==> config.mk <==
export PLATFORM = sky130hd
export DESIGN_NAME = pwm_bank
export DESIGN_NICKNAME = d
export VERILOG_FILES = /design/src/rtl/pwm_bank.sv
export SDC_FILE = /design/constraint.sdc
export NUM_CORES = 1
export LEC_CHECK = 0
export CAP_MARGIN = 20
export CORE_MARGIN = 1.5
export CORE_UTILIZATION = 35
export CTS_BUF_LIST = sky130_fd_sc_hd__clkbuf_2 sky130_fd_sc_hd__clkbuf_4 sky130_fd_sc_hd__clkbuf_8
export DETAILED_ROUTE_END_ITERATION = 8
export PLACE_DENSITY = 0.52
export SLEW_MARGIN = 20
export SYNTH_ARGS = -nofsm -noshare
export SYNTH_HDL_FRONTEND = slang
export SYNTH_SLANG_ARGS = --single-unit
==> constraint.sdc <==
create_clock -name clk -period 7.1 [get_ports clk]
set_input_delay 0.71 -clock clk [delete_from_list [all_inputs] [get_ports clk]]
set_output_delay 0.71 -clock clk [all_outputs]
set_load 0.05 [all_outputs]
==> src/rtl/pwm_bank.sv <==
// Bank of NUM_CH PWM channels sharing one prescaler and one period counter.
// DUTY and TOP are double-buffered and move to their active copies only at the period wrap.
module pwm_bank #(
    parameter int NUM_CH = 16
) (
    input  logic              clk,
    input  logic              rst_n,
    input  logic              wr_en,
    input  logic [7:0]        wr_addr,
    input  logic [7:0]        wr_data,
    output logic [NUM_CH-1:0] out,
    output logic              period_start,
    output logic              wr_err
);

    localparam int          NB   = NUM_CH / 8;
    localparam logic [7:0]  NB8  = 8'(NB);
    localparam logic [7:0]  NCH8 = 8'(NUM_CH);

    logic [NUM_CH-1:0] out_en_q, out_en_d;
    logic [NUM_CH-1:0] pwm_en_q, pwm_en_d;
    logic [7:0]        presc_q, presc_d;
    logic [7:0]        top_sh_q, top_sh_d;
    logic [7:0]        top_act_q, top_act_d;
    logic [7:0]        pc_q, pc_d;
    logic [7:0]        cnt_q, cnt_d;
    logic [7:0]        duty_sh_q  [NUM_CH];
    logic [7:0]        duty_sh_d  [NUM_CH];
    logic [7:0]        duty_act_q [NUM_CH];
    logic [7:0]        duty_act_d [NUM_CH];
    logic [NUM_CH-1:0] out_q, out_d;
    logic              period_start_q, period_start_d;
    logic              wr_err_q, wr_err_d;

    logic sel_oe, sel_pe, sel_presc, sel_top, sel_duty;
    logic tick, wrap;

    // Address decode; anything outside these windows is flagged as an error.
    always_comb begin
        sel_oe    = wr_en && (wr_addr < NB8);
        sel_pe    = wr_en && (wr_addr >= 8'h10) && (wr_addr < (8'h10 + NB8));
        sel_presc = wr_en && (wr_addr == 8'h20);
        sel_top   = wr_en && (wr_addr == 8'h21);
        sel_duty  = wr_en && (wr_addr >= 8'h40) && (wr_addr < (8'h40 + NCH8));
        wr_err_d  = wr_en && !(sel_oe || sel_pe || sel_presc || sel_top || sel_duty);
    end

    always_comb begin
        out_en_d = out_en_q;
        pwm_en_d = pwm_en_q;
        presc_d  = sel_presc ? wr_data : presc_q;
        top_sh_d = sel_top ? wr_data : top_sh_q;
        for (int k = 0; k < NB; k++) begin
            if (sel_oe && (wr_addr[1:0] == 2'(k))) out_en_d[k*8 +: 8] = wr_data;
            if (sel_pe && (wr_addr[1:0] == 2'(k))) pwm_en_d[k*8 +: 8] = wr_data;
        end
        for (int i = 0; i < NUM_CH; i++) begin
            duty_sh_d[i] = duty_sh_q[i];
            if (sel_duty && (wr_addr[4:0] == 5'(i))) duty_sh_d[i] = wr_data;
        end
    end

    // Compare with >= so a PRESC lowered below pc ticks at once instead of rolling over.
    always_comb begin
        tick           = (pc_q >= presc_q);
        wrap           = tick && (cnt_q >= top_act_q);
        pc_d           = tick ? 8'd0 : pc_q + 8'd1;
        cnt_d          = cnt_q;
        if (tick) cnt_d = wrap ? 8'd0 : cnt_q + 8'd1;
        top_act_d      = wrap ? top_sh_q : top_act_q;
        period_start_d = wrap;
        for (int i = 0; i < NUM_CH; i++) begin
            duty_act_d[i] = wrap ? duty_sh_q[i] : duty_act_q[i];
        end
    end

    always_comb begin
        out_d = '0;
        for (int i = 0; i < NUM_CH; i++) begin
            if (!out_en_q[i])      out_d[i] = 1'b0;
            else if (!pwm_en_q[i]) out_d[i] = 1'b1;
            else                   out_d[i] = (duty_act_q[i] == 8'hFF) || (cnt_q < duty_act_q[i]);
        end
    end

    always_ff @(posedge clk or negedge rst_n) begin
        if (!rst_n) begin
            out_en_q       <= '0;
            pwm_en_q       <= '0;
            presc_q        <= 8'd0;
            top_sh_q       <= 8'hFF;
            top_act_q      <= 8'hFF;
            pc_q           <= 8'd0;
            cnt_q          <= 8'd0;
            out_q          <= '0;
            period_start_q <= 1'b0;
            wr_err_q       <= 1'b0;
            for (int i = 0; i < NUM_CH; i++) begin
                duty_sh_q[i]  <= 8'd0;
                duty_act_q[i] <= 8'd0;
            end
        end else begin
            out_en_q       <= out_en_d;
            pwm_en_q       <= pwm_en_d;
            presc_q        <= presc_d;
            top_sh_q       <= top_sh_d;
            top_act_q      <= top_act_d;
            pc_q           <= pc_d;
            cnt_q          <= cnt_d;
            out_q          <= out_d;
            period_start_q <= period_start_d;
            wr_err_q       <= wr_err_d;
            for (int i = 0; i < NUM_CH; i++) begin
                duty_sh_q[i]  <= duty_sh_d[i];
                duty_act_q[i] <= duty_act_d[i];
            end
        end
    end

    assign out          = out_q;
    assign period_start = period_start_q;
    assign wr_err       = wr_err_q;

endmodule

### Word level (Yosys, flattened, before mapping)

Index checks and enable logic that the tools add are counted.

| operators by class | value |
|---|---|
| add/subtract/negate cells | 2 |
| magnitude comparators | 23 |
| equality and inequality tests | 34 |
| muxes and demuxes | 34 |
| reductions and logical operators | 52 |

Operators with widths:

| operator | number |
|---|---|
| $eq A8 B8 Y1 const B | 16 |
| $lt A8 B8 Y1 | 16 |
| $eq A5 B4 Y1 const B | 8 |
| $mux W1 | 32 |
| $logic_and A1 B1 Y1 | 29 |
| $eq A5 B3 Y1 const B | 4 |
| $logic_or A1 B1 Y1 | 20 |
| $add A8 B1 Y8 const B | 2 |
| $eq A8 B6 Y1 const B | 2 |
| $ge A8 B8 Y1 | 2 |
| $mux W8 | 2 |
| $eq A5 B2 Y1 const B | 2 |
| $ge A8 B5 Y1 const B | 1 |
| $ge A8 B7 Y1 const B | 1 |
| $lt A8 B2 Y1 const B | 1 |
| $lt A8 B5 Y1 const B | 1 |
| $lt A8 B7 Y1 const B | 1 |
| $eq A5 B1 Y1 const B | 1 |
| $logic_not A5 Y1 | 1 |
| $eq A2 B1 Y1 const B | 1 |
| $logic_not A2 Y1 | 1 |
| $logic_not A1 Y1 | 1 |

| word-level totals | value |
|---|---|
| register bits after elaboration | 346 |
| input bits | 19 |
| output and inout bits | 18 |

### Longest topological paths before layout

| logic depth | value |
|---|---|
| word-level depth | 9 |
| depth in mapped cells | 11 |

### Worst setup path after synthesis

OpenSTA, ideal clock, no wires.

| timing path | value |
|---|---|
| path kind | reg-to-reg |
| from | register cnt_q[0] |
| to | register duty_act_q[123] (netlist name) |
| setup time | 0.126 ns |
| arrival | 2.343 ns |
| required time | 6.974 ns |
| setup slack | 4.630 ns |
| cell stages (with the launch flop) | 10 |
| period minus slack after synthesis | 2.470 ns |
| path through | dfrtp_1 > inv_1 > clkbuf_1 > ha_1 > nand2b_1 > a2111oi_2 > o21a_1 > clkbuf_1 > buf_2 > o22ai_1 |

| on the way | value |
|---|---|
| longest elaborated chain between the ends | 2 |

RTL lines:

| what | line | source |
|---|---|---|
| from (decl) | 26 | `logic [7:0] cnt_q, cnt_d;` |
| from (signal assigned) | 109 | `cnt_q <= cnt_d;` |
| $ge A8 B8 Y1 | 66 | `wrap = tick && (cnt_q >= top_act_q);` |
| $logic_and A1 B1 Y1 | 66 |  |
| to (signal, indexed assignment) | 115 | `duty_act_q[i] <= duty_act_d[i];` |
| to (decl) | 29 | `logic [7:0] duty_act_q [NUM_CH];` |

Every way passes these cells.
A chain may end at the register's enable or synchronous reset.

### Worst setup path after layout

| timing path | value |
|---|---|
| from | register cnt_q[0] |
| to | register duty_act_q[48] (netlist name) |

The elaborated chain is that of the path after synthesis.

==> flow_metrics.tcl <==
set metrics [dict create \
    swShare_pct 40.3 \
    synthArstFlopShare_pct 100 \
    port_buffers 36 \
    grt_pass1_vias 11700 \
    post-route-min-period_ns 4.19 \
    clock_path_buffers 3 \
    areaGrowthSynthToFinish_pct 13.7 \
    worst-path-max-fanout 61 \
    critPathTopFamily "compound AO/OA/AOI/OAI gates" \
    status "completed" \
    drive_above_1_share_pct 25.3 \
    drcViolationCount 0 \
    crit_slowest_cell "o21a_4" \
    final_area_um2 19000 \
    grt_max_degree 150 \
    first_pass_iters 5 \
    synth_top_flop_cell "dfrtp_1" \
    power.internal_uw 4320 \
    htree_levels 2 \
    clkPwrFrac_pct 26.8 \
    final_cell_mix "330 x dfrtp_1, 192 x mux2_2, 146 x nand2_1, 132 x inv_1, 130 x ha_1" \
    setup_tns_ns 0 \
    hold_violations 0 \
    placed_area_um2 17700 \
    p_comb_share_pct 38.1 \
    rsz0062_at_grt "false" \
    final_common_cell "dfrtp_1" \
    reg2reg_depth 8 \
    crit_buf_inv 2 \
    antenna_found_initial 1 \
    hold_class "reg -> reg" \
    power_density_nw_per_um2 381 \
    overflow 0 \
    crit_chain "inv_1, ha_1, nand2b_1, a2111oi_2, o21a_4, nor2_4, buf_4, mux2_2" \
    cts_root_buf "clkbuf_8" \
    cp-end-kind "flip-flop" \
    syn_inst 1399 \
    worst_pin_slew_ns 0.999 \
    arrival_ns 4.71 \
    ys_seq_area_share_pct 52.0 \
    cts_buffers 59 \
    synth.avg_cell_area_um2 11.9 \
    die_h_um 221 \
    synth.cell_area_um2 16700 \
    required_ns 7.62 \
    gp_congestion 0.794 \
    grt_usage_pct 18.0 \
    rows 79 \
    max-vdd-ir-drop_uv 319 \
    max-slew-margin-rel_pct 33.3 \
    setup_slack_ns 2.91 \
    cts_tree "yes" \
    p_leak_uw 0.00874 \
    route.antenna.remaining_nets 0 \
    final-setup-viol-count 0 \
    pre_cts_ws_ns 2.87 \
    fmax_mhz 239 \
    p_sw_uw 2920 \
    path_clk_slew_ns 0.06 \
    dp_hpwl_mm 24.8 \
    synth.net_count 1548 \
    r2r-end "duty_act_q[48]" \
    timing.rr.start "cnt_q[0]" \
    die_w_um 221 \
    ys_ff_latch 346 \
    seqPwrFrac_pct 35.0 \
    fp.dieArea_um2 49000 \
    worstSetupPathType "reg -> reg" \
    yosysWarningCount 0 \
    slowest_delay_ns 0.77 \
    wl_per_cell_um 20.4 \
    critPathLaunchType "flip-flop" \
    timing.final.crit_share_pct 59.0 \
    fin_nets 1604 \
    cts_sinks 346 \
    whs_endpoint "top_act_q[6]" \
    vias 11200 \
    ioPinCount 37 \
    vias_per_cell 5.30 \
    grt_pass1_wl_mm 68.4 \
    reg2reg_setup_slack_ns 2.91 \
    drtIter0Drc 638 \
    clk_latency_ns 0.64 \
    wirelength_mm 43.1 \
    core-area_um2 46900 \
    hold_start "top_sh_q[6]" \
    maxCapViolCount 0 \
    skew_ns 0.0152 \
    ys_types 51 \
    synth-edff-count 0 \
    hold_depth 2 \
    slew_violations 0 \
    start_util_pct 35.6 \
]
[worst max path at each step]
| stage | startpoint | to | slack (ns) | depth (start not counted) |
|---|---|---|---|---|
| final | cnt_q[0] | duty_act_q[48] | 2.91 | 8 |
| after global placement | cnt_q[0] | duty_act_q[16] | 2.86 | 8 |
| after CTS | cnt_q[0] | duty_act_q[48] | 2.84 | 8 |
| after detailed placement | cnt_q[0] | duty_act_q[48] | 2.87 | 8 |
| after global routing | cnt_q[0] | duty_act_q[48] | 2.62 | 8 |
| after floorplan | cnt_q[0] | duty_act_q[123] | 4.63 | 9 |
[through the flow]
stage          total power, µW  util [%]  std cells  hold slack (ns)
3_5_place_dp              5350      37.7       2000            0.473
6_report                  7240      40.5       2113            0.480
3_3_place_gp              5300      37.7       2000            0.468
2_1_floorplan             4750         -       1399            0.414
5_1_grt                   7720      40.5       2113            0.498
4_1_cts                   7340      40.5       2112            0.481
[cell type report]
| type | instances | area (µm²) |
|---|---|---|
| multi-input combinational | 857 | 7200 |
| fill | 4517 | 27900 |
| sequential | 346 | 8680 |
| timing repair buffer | 59 | 543 |
| clock buffer | 105 | 1280 |
| clock inverter | 6 | 30.0 |
| tap | 607 | 759 |
| antenna | 1 | 2.50 |
| inverter | 132 | 495 |
[power groups by stage]
| stage | registers (µW) | logic [µW] | clock network (µW) |
|---|---|---|---|
| 6_report | 2540 | 2760 | 1940 |
| 5_1_grt | 2590 | 3040 | 2090 |
| 4_1_cts | 2540 | 2790 | 2000 |
| 3_5_place_dp | 2570 | 2780 | 0 |
| 3_3_place_gp | 2570 | 2740 | 0 |
| 2_1_floorplan | 2560 | 2190 | 0 |
[per-layer routing]
| metal | global-route usage [%] | vias up | wire [µm] |
|---|---|---|---|
| li1 | - | 5174 | - |
| met5 | 0 | - | 0 |
| met4 | 7.51 | 0 | 1470 |
| met3 | 2.67 | 93 | 1600 |
| met2 | 29.3 | 200 | 19700 |
| met1 | 24.0 | 5727 | 20300 |
[Yosys cell counts, drive strengths merged (2+ instances only)]
| master | n | share of area (%) |
|---|---|---|
| dfrtp | 330 | 49 |
| mux2 | 194 | 13 |
| nand2 | 146 | 3.3 |
| inv | 132 | 3.0 |
| ha | 130 | 9.7 |
| o22ai | 119 | 5.2 |
| clkbuf | 36 | 0.81 |
| nand4 | 35 | 1.3 |
| buf | 28 | 1.3 |
| o21a | 28 | 1.3 |
| nor2 | 21 | 0.56 |
| a21boi | 19 | 0.85 |
| a21o | 17 | 0.76 |
| dfstp | 16 | 2.5 |
| o2111ai | 16 | 0.84 |
| o21ai | 16 | 0.48 |
| nor4b | 14 | 0.77 |
| a32o | 13 | 0.78 |
| o221ai | 13 | 0.68 |
| nand3 | 11 | 0.33 |
| nor3 | 9 | 0.36 |
| and3 | 8 | 0.30 |
| nor2b | 7 | 0.26 |
| nand2b | 6 | 0.22 |
| a22o | 5 | 0.26 |
| xor2 | 5 | 0.26 |
| a2111oi | 4 | 0.25 |
| a211o | 3 | 0.16 |
| a21oi | 3 | 0.090 |
| nor4 | 2 | 0.16 |
| o211ai | 2 | 0.090 |
| or3 | 2 | 0.075 |
[cells by family (layout without fill, tap and decap cells)]
| logic type | after synthesis | after routing | share of synthesized area, % |
|---|---|---|---|
| AOI/OAI and AO/OA | 263 | 263 | 12.0 |
| DFF | 346 | 346 | 52.0 |
| other | 0 | 1 | 0 |
| adders and majority gates | 130 | 130 | 9.74 |
| xor gates and xnor gates | 6 | 6 | 0.315 |
| and+or+nand+nor | 264 | 264 | 7.81 |
| buffers and inverters | 196 | 302 | 5.07 |
| muxes | 194 | 194 | 13.1 |
[worst reg2reg max path: cells and delay by family (launching register included)]
kind | cells | cell delay (ns)
AOI/OAI and AO/OA | 2 | 1.23
buffers and inverters | 2 | 1.12
and+or+nand+nor | 2 | 0.53
muxes | 1 | 0.42
DFF | 1 | 0.40
adders and majority gates | 1 | 0.39
[state kept, by name, indices dropped and copies added (netlist names)]
| register | cells |
|---|---|
| top_sh_q | 8 |
| pc_q | 8 |
| out | 16 |
| top_act_q | 8 |
| pwm_en_q | 16 |
| period_start | 1 |
| cnt_q | 8 |
| out_en_q | 16 |
| wr_err | 1 |
| presc_q | 8 |
| duty_act_q | 128 |
| duty_sh_q | 128 |
[timing repair]
item	in CTS	in global routing
hold buffers	1	0
setup buffers	0	0
resized for setup	0	0
endpoints found under the hold margin	57	0
Note: power is estimated with default switching activity, not from simulation.
